## config.mk

```make
export PLATFORM = sky130hd
export DESIGN_NAME = fetch_pc_gen
export DESIGN_NICKNAME = d
export VERILOG_FILES = /design/src/rtl/fetch_pc_gen.sv
export SDC_FILE = /design/constraint.sdc
export NUM_CORES = 1
export LEC_CHECK = 0
export BUFFER_PORTS_ARGS = -buffer_cell sky130_fd_sc_hd__buf_2
export CAP_MARGIN = 20
export CORE_ASPECT_RATIO = 1.4
export CORE_MARGIN = 5
export CORE_UTILIZATION = 50
export CTS_CLUSTER_SIZE = 24
export DETAILED_ROUTE_END_ITERATION = 8
export PLACE_DENSITY = 0.78
export SYNTH_ARGS = -nofsm -noshare
export SYNTH_HDL_FRONTEND = slang
export SYNTH_SLANG_ARGS = --single-unit
```

## constraint.sdc

```tcl
create_clock -name clk -period 6.1 [get_ports clk]
set_input_delay 1.22 -clock clk [delete_from_list [all_inputs] [get_ports clk]]
set_output_delay 1.22 -clock clk [all_outputs]
set_load 0.01 [all_outputs]
```

## src/rtl/fetch_pc_gen.sv

```systemverilog
// Fetch-stage next-PC generator: chooses redirect / BPU target / PC+4, keeps an
// in-order queue of outstanding fetch predictions and checks them against ID.
module fetch_pc_gen #(
    parameter int            N        = 32,
    parameter logic [N-1:0]  RESET_PC = 32'h0000_0000,
    parameter int            QDEPTH   = 4
) (
    input  logic         clk,
    input  logic         rst,
    input  logic         i_stall,
    input  logic         i_pred_taken,
    input  logic [N-1:0] i_pred_pc,
    input  logic         i_dec_valid,
    input  logic         i_dec_is_branch,
    input  logic         i_dec_taken,
    input  logic [N-1:0] i_dec_target,
    output logic [N-1:0] o_pc,
    output logic         o_fetch,
    output logic         o_q_full,
    output logic         o_flush,
    output logic         o_bpu_is_branch,
    output logic [N-1:0] o_bpu_branch_pc,
    output logic [N-1:0] o_bpu_offset_pc,
    output logic         o_bpu_taken
);
    localparam int AW = $clog2(QDEPTH);
    localparam int CW = AW + 1;
    localparam logic [N-1:0]  PC_STEP  = N'(3'd4);
    localparam logic [AW-1:0] PTR_ONE  = AW'(1'b1);
    localparam logic [CW-1:0] CNT_ONE  = CW'(1'b1);
    localparam logic [CW-1:0] CNT_ZERO = CW'(1'b0);
    localparam logic [CW-1:0] FULL_CNT = CW'(QDEPTH);

    logic [N-1:0]  q_pc_r         [QDEPTH];
    logic          q_pred_taken_r [QDEPTH];
    logic [N-1:0]  q_pred_pc_r    [QDEPTH];
    logic [AW-1:0] head_r;
    logic [AW-1:0] tail_r;
    logic [CW-1:0] count_r;
    logic          full_r;
    logic [N-1:0]  pc_r;
    logic          flush_r;
    logic          bpu_is_branch_r;
    logic [N-1:0]  bpu_branch_pc_r;
    logic [N-1:0]  bpu_offset_pc_r;
    logic          bpu_taken_r;

    logic [N-1:0]  head_pc_s;
    logic          head_pred_taken_s;
    logic [N-1:0]  head_pred_pc_s;
    logic          actual_taken_s;
    logic          pop_s;
    logic          push_s;
    logic          mispredict_s;
    logic [N-1:0]  correct_pc_s;
    logic [N-1:0]  next_pc_s;
    logic [CW-1:0] count_next_s;

    // Resolution check of the queue head, fetch acceptance and next-PC choice
    always_comb begin
        head_pc_s         = q_pc_r[head_r];
        head_pred_taken_s = q_pred_taken_r[head_r];
        head_pred_pc_s    = q_pred_pc_r[head_r];
        actual_taken_s    = i_dec_is_branch & i_dec_taken;
        pop_s             = i_dec_valid & (count_r != CNT_ZERO);

        if (pop_s) begin
            mispredict_s = (head_pred_taken_s != actual_taken_s) |
                           (head_pred_taken_s & actual_taken_s &
                            (head_pred_pc_s != i_dec_target));
        end else begin
            mispredict_s = 1'b0;
        end

        if (actual_taken_s) begin
            correct_pc_s = i_dec_target;
        end else begin
            correct_pc_s = head_pc_s + PC_STEP;
        end

        // full_r comes from the registered count, so a same-cycle pop never frees a slot
        push_s = ~i_stall & ~full_r & ~mispredict_s;

        if (i_pred_taken) begin
            next_pc_s = i_pred_pc;
        end else begin
            next_pc_s = pc_r + PC_STEP;
        end

        case ({push_s, pop_s})
            2'b10:   count_next_s = count_r + CNT_ONE;
            2'b01:   count_next_s = count_r - CNT_ONE;
            default: count_next_s = count_r;
        endcase
    end

    // PC and queue bookkeeping; a mispredict empties the queue and redirects
    always_ff @(posedge clk) begin
        if (rst) begin
            pc_r    <= RESET_PC;
            head_r  <= {AW{1'b0}};
            tail_r  <= {AW{1'b0}};
            count_r <= CNT_ZERO;
            full_r  <= 1'b0;
        end else if (mispredict_s) begin
            pc_r    <= correct_pc_s;
            head_r  <= {AW{1'b0}};
            tail_r  <= {AW{1'b0}};
            count_r <= CNT_ZERO;
            full_r  <= 1'b0;
        end else begin
            if (push_s) begin
                pc_r   <= next_pc_s;
                tail_r <= tail_r + PTR_ONE;
            end
            if (pop_s) begin
                head_r <= head_r + PTR_ONE;
            end
            count_r <= count_next_s;
            full_r  <= (count_next_s == FULL_CNT);
        end
    end

    // Entry payload storage; validity is tracked by the pointers and count
    always_ff @(posedge clk) begin
        if (push_s) begin
            q_pc_r[tail_r]         <= pc_r;
            q_pred_taken_r[tail_r] <= i_pred_taken;
            q_pred_pc_r[tail_r]    <= i_pred_pc;
        end
    end

    // Flush pulse and BPU update bus; update data holds between strobes
    always_ff @(posedge clk) begin
        if (rst) begin
            flush_r         <= 1'b0;
            bpu_is_branch_r <= 1'b0;
            bpu_branch_pc_r <= {N{1'b0}};
            bpu_offset_pc_r <= {N{1'b0}};
            bpu_taken_r     <= 1'b0;
        end else begin
            flush_r         <= mispredict_s;
            bpu_is_branch_r <= pop_s & i_dec_is_branch;
            if (pop_s & i_dec_is_branch) begin
                bpu_branch_pc_r <= head_pc_s;
                bpu_offset_pc_r <= i_dec_target;
                bpu_taken_r     <= i_dec_taken;
            end
        end
    end

    assign o_pc            = pc_r;
    assign o_fetch         = push_s;
    assign o_q_full        = full_r;
    assign o_flush         = flush_r;
    assign o_bpu_is_branch = bpu_is_branch_r;
    assign o_bpu_branch_pc = bpu_branch_pc_r;
    assign o_bpu_offset_pc = bpu_offset_pc_r;
    assign o_bpu_taken     = bpu_taken_r;

endmodule

```

==> impl_metrics.env <==
export IMPL_htree_levels=2
export IMPL_clk_latency_ns=0.52
export IMPL_worstSetupEndpointType="output pin"
export IMPL_synth_top_area_cell="edfxtp_1"
export IMPL_ctsHoldBuffers=0
export IMPL_initial_core_util=0.507
export IMPL_finalInstanceArea_um2=18000
export IMPL_p_int_mw=5.19
export IMPL_synth_main_ff_cell="edfxtp_1"
export IMPL_grt_pass1_wl_um=63800
export IMPL_switching_share=0.320
export IMPL_switching_power_mw=2.44
export IMPL_critPathMaxFanout=35
export IMPL_path_cells="mux4_2 > ha_1 > nor2_1 > a22oi_1 > nor4_1 > and3_1 > buf_4 > nor2_1 > nor2_1 > buf_2"
export IMPL_wl_met2_um=20200
export IMPL_seq_area_frac_synth=0.638
export IMPL_cts_buffers=34
export IMPL_m1WireLength_um=15800
export IMPL_cp_slowest_stage_delay_ns=0.79
export IMPL_die_area_um2=35000
export IMPL_drt_initial_drc_count=1299
export IMPL_routed_via_density=6.23
export IMPL_rows=76
export IMPL_ff2ff_setup_slack_ns=1.56
export IMPL_drcViolationCount=0
export IMPL_placed_cell_area_um2=16900
export IMPL_place_congestion=0.918
export IMPL_r2r_end="q_pc_r[2][12]"
export IMPL_worstPathArrival_ns=3.85
export IMPL_wire_per_inst_um=24.0
export IMPL_wl_met3_um=4320
export IMPL_setup_tns_ns=0
export IMPL_p_seq_frac=0.458
export IMPL_pwr_share_clk=0.274
export IMPL_io_pins=172
export IMPL_yosysMostFrequentCell="edfxtp_1"
export IMPL_clockBufferDepth=3
export IMPL_first_global_vias=10700
export IMPL_final_layout_size_suffix_gt1_frac=0.243
export IMPL_die_h_um=219
export IMPL_regArea_um2=9990
export IMPL_yosysWarnings=0
export IMPL_post_cts_buffers=0
export IMPL_hold_class="flop to flop"
export IMPL_syn_to_final_growth_pct=14.7
export IMPL_antenna_found_initial=2
export IMPL_holdCritStartpoint="o_bpu_branch_pc[11]"
export IMPL_route_vias_total=11000
export IMPL_top_layer_used="met5"
export IMPL_synth_area_um2=15700
export IMPL_cap_violations=0
export IMPL_tightest_slew_ns=0.990
export IMPL_reg2regPathDepth=10
export IMPL_synth_cells=1186
export IMPL_syn_num_nets=1266
export IMPL_cts_tree="built"
export IMPL_worst_endpoint_required_ns=4.88
export IMPL_slew_violations=0
export IMPL_setup_viol=0
export IMPL_synth_area_top_cells="edfxtp_1 (50%), dfxtp_1 (14%), mux4_2 (9.2%)"
export IMPL_die_w_um=160
export IMPL_grt_max_degree=87
export IMPL_ant_nets=0
export IMPL_nets=1422
export IMPL_rsz0062_at_grt="no"
export IMPL_synth_edff_count=260
export IMPL_root_buffer="clkbuf_16"
export IMPL_cts_clk_slew_worst_paths_ns=0.06
export IMPL_multiInputGateArea_um2=5240
export IMPL_drt_pass1_iterations=5
export IMPL_status="complete, no violations"
export IMPL_synth_commonest_cells="edfxtp_1 (260), nand2_1 (184), dfxtp_1 (109), a21oi_1 (102), nor2_1 (66)"
export IMPL_setup_ws_ns=1.03
export IMPL_core_area_um2=30900
export IMPL_min_period_ns=5.07
export IMPL_wl_um=42300
export IMPL_min_delay_path_depth=2
export IMPL_clock_sinks=369
export IMPL_combPwrFrac=0.268
export IMPL_cp_common_cell="nor2_1"
export IMPL_holdPathEnd="o_bpu_branch_pc[11]"
export IMPL_crit_slowest_cell="dfxtp_4"
export IMPL_synth_seq_cells=369
export IMPL_dp_hpwl_um=28700
export IMPL_worst_clock_skew_ns=0.0217
export IMPL_cts_resized=0
export IMPL_io_buffer_count=171
export IMPL_max_slew_margin_rel=0.340
export IMPL_period_share=0.831
export IMPL_ys_async_sr_fraction=0
export IMPL_powerDensity_nw_per_um2=425
export IMPL_yosysTopAreaCellShare=0.499
export IMPL_grt_overflow=0
export IMPL_track_usage=0.237
export IMPL_synth_area_per_cell_um2=13.2
export IMPL_finalPower_mw=7.63
export IMPL_hold_viol_final=0
export IMPL_crit_path_start_kind="flop"
export IMPL_worstSetupPathType="flop to output pin"
export IMPL_fill_cells=2363
export IMPL_p_leak_nw=6.22
export IMPL_place_ws_ns=1.46
export IMPL_synth_cell_types=65
export IMPL_irDropWorstVdd_mv=0.193
export IMPL_max_freq_mhz=197
-- critical path: cells and delay by family, from the launching register on --
kind	cells	cell delay, ns
AO/OA/AOI/OAI	1	0.10
buffers and inverters	2	0.41
AND/OR/NAND/NOR	5	1.07
flip-flops	1	0.79
multiplexers	1	0.59
adder cells (fa/ha/maj)	1	0.35
-- routing by layer --
metal / vias up / GRT usage
met4: 2 / 0.0978
met1: 5344 / 0.312
met2: 719 / 0.387
met5: - / 0
li1: 4776 / -
met3: 127 / 0.0488
-- layout by cell type, fill, tap and decap left out, types with 13 or more instances in the layout --
| master | n |
|---|---|
| edfxtp_1 | 260 |
| nand2_1 | 183 |
| buf_2 | 171 |
| dfxtp_1 | 107 |
| a21oi_1 | 102 |
| nor2_1 | 65 |
| mux4_2 | 64 |
| xnor2_1 | 55 |
| clkbuf_16 | 35 |
| o21ai_0 | 32 |
| nand3_1 | 23 |
| inv_1 | 23 |
| nand4_1 | 23 |
| buf_4 | 19 |
| nor3_1 | 13 |
-- per-stage QoR --
| step | hold slack [ns] | utilization | instances |
|---|---|---|---|
| detailed placement | 0.444 | 0.545 | 1695 |
| floorplan | 0.469 | - | 1186 |
| CTS | 0.453 | 0.581 | 1756 |
| finish | 0.450 | 0.581 | 1760 |
| global placement | 0.440 | 0.545 | 1695 |
| global route | 0.460 | 0.581 | 1758 |
-- worst max-delay path by stage --
stage                     depth (start not counted)  slack (ns)            start            to
after detailed placement                         12        1.46  i_dec_is_branch       o_fetch
final                                            10        1.03             flop       o_fetch
after CTS                                        10        1.01             flop       o_fetch
after global placement                           12        1.47  i_dec_is_branch       o_fetch
after global routing                             10        0.75             flop       o_fetch
after floorplan                                  12        0.81  i_dec_is_branch  q_pc_r[0][0]
-- power groups by stage --
stage | clock (mW) | combinational [mW] | sequential [mW]
2_1_floorplan | 0 | 1.44 | 3.44
3_3_place_gp | 0 | 1.98 | 3.51
3_5_place_dp | 0 | 2.02 | 3.54
4_1_cts | 2.12 | 2.04 | 3.49
5_1_grt | 2.24 | 2.19 | 3.53
6_report | 2.09 | 2.04 | 3.49
-- cell type report --
| class | count | area share |
|---|---|---|
| well taps | 390 | 0.0272 |
| inverters | 23 | 0.00481 |
| repair buffers | 193 | 0.0589 |
| multi-input cells | 721 | 0.291 |
| clock inverters | 16 | 0.00773 |
| diodes | 3 | 0.000418 |
| clock buffers | 45 | 0.0531 |
| flip-flops and latches | 369 | 0.556 |
-- registers in the layout (all words and copies together) (netlist names), named ones only --
register,count
q_pred_pc_r,128
o_q_full,1
o_pc,32
count_r,3
o_bpu_offset_pc,32
q_pc_r,128
o_flush,1
q_pred_taken_r,4
o_bpu_taken,1
head_r,2
tail_r,2
o_bpu_branch_pc,32
o_bpu_is_branch,1
-- cells by family (layout without fill, tap and decap cells) --
family,after synthesis,after routing,synth area share
buf+inv,96,277,0.0284
xor+xnor,67,67,0.0375
flops,369,369,0.638
mux,70,70,0.0959
simple gates,354,354,0.104
compound gates,221,221,0.0885
other cells,0,3,0
fa+ha+maj,9,9,0.00767
(Power assumes the default switching activity.)
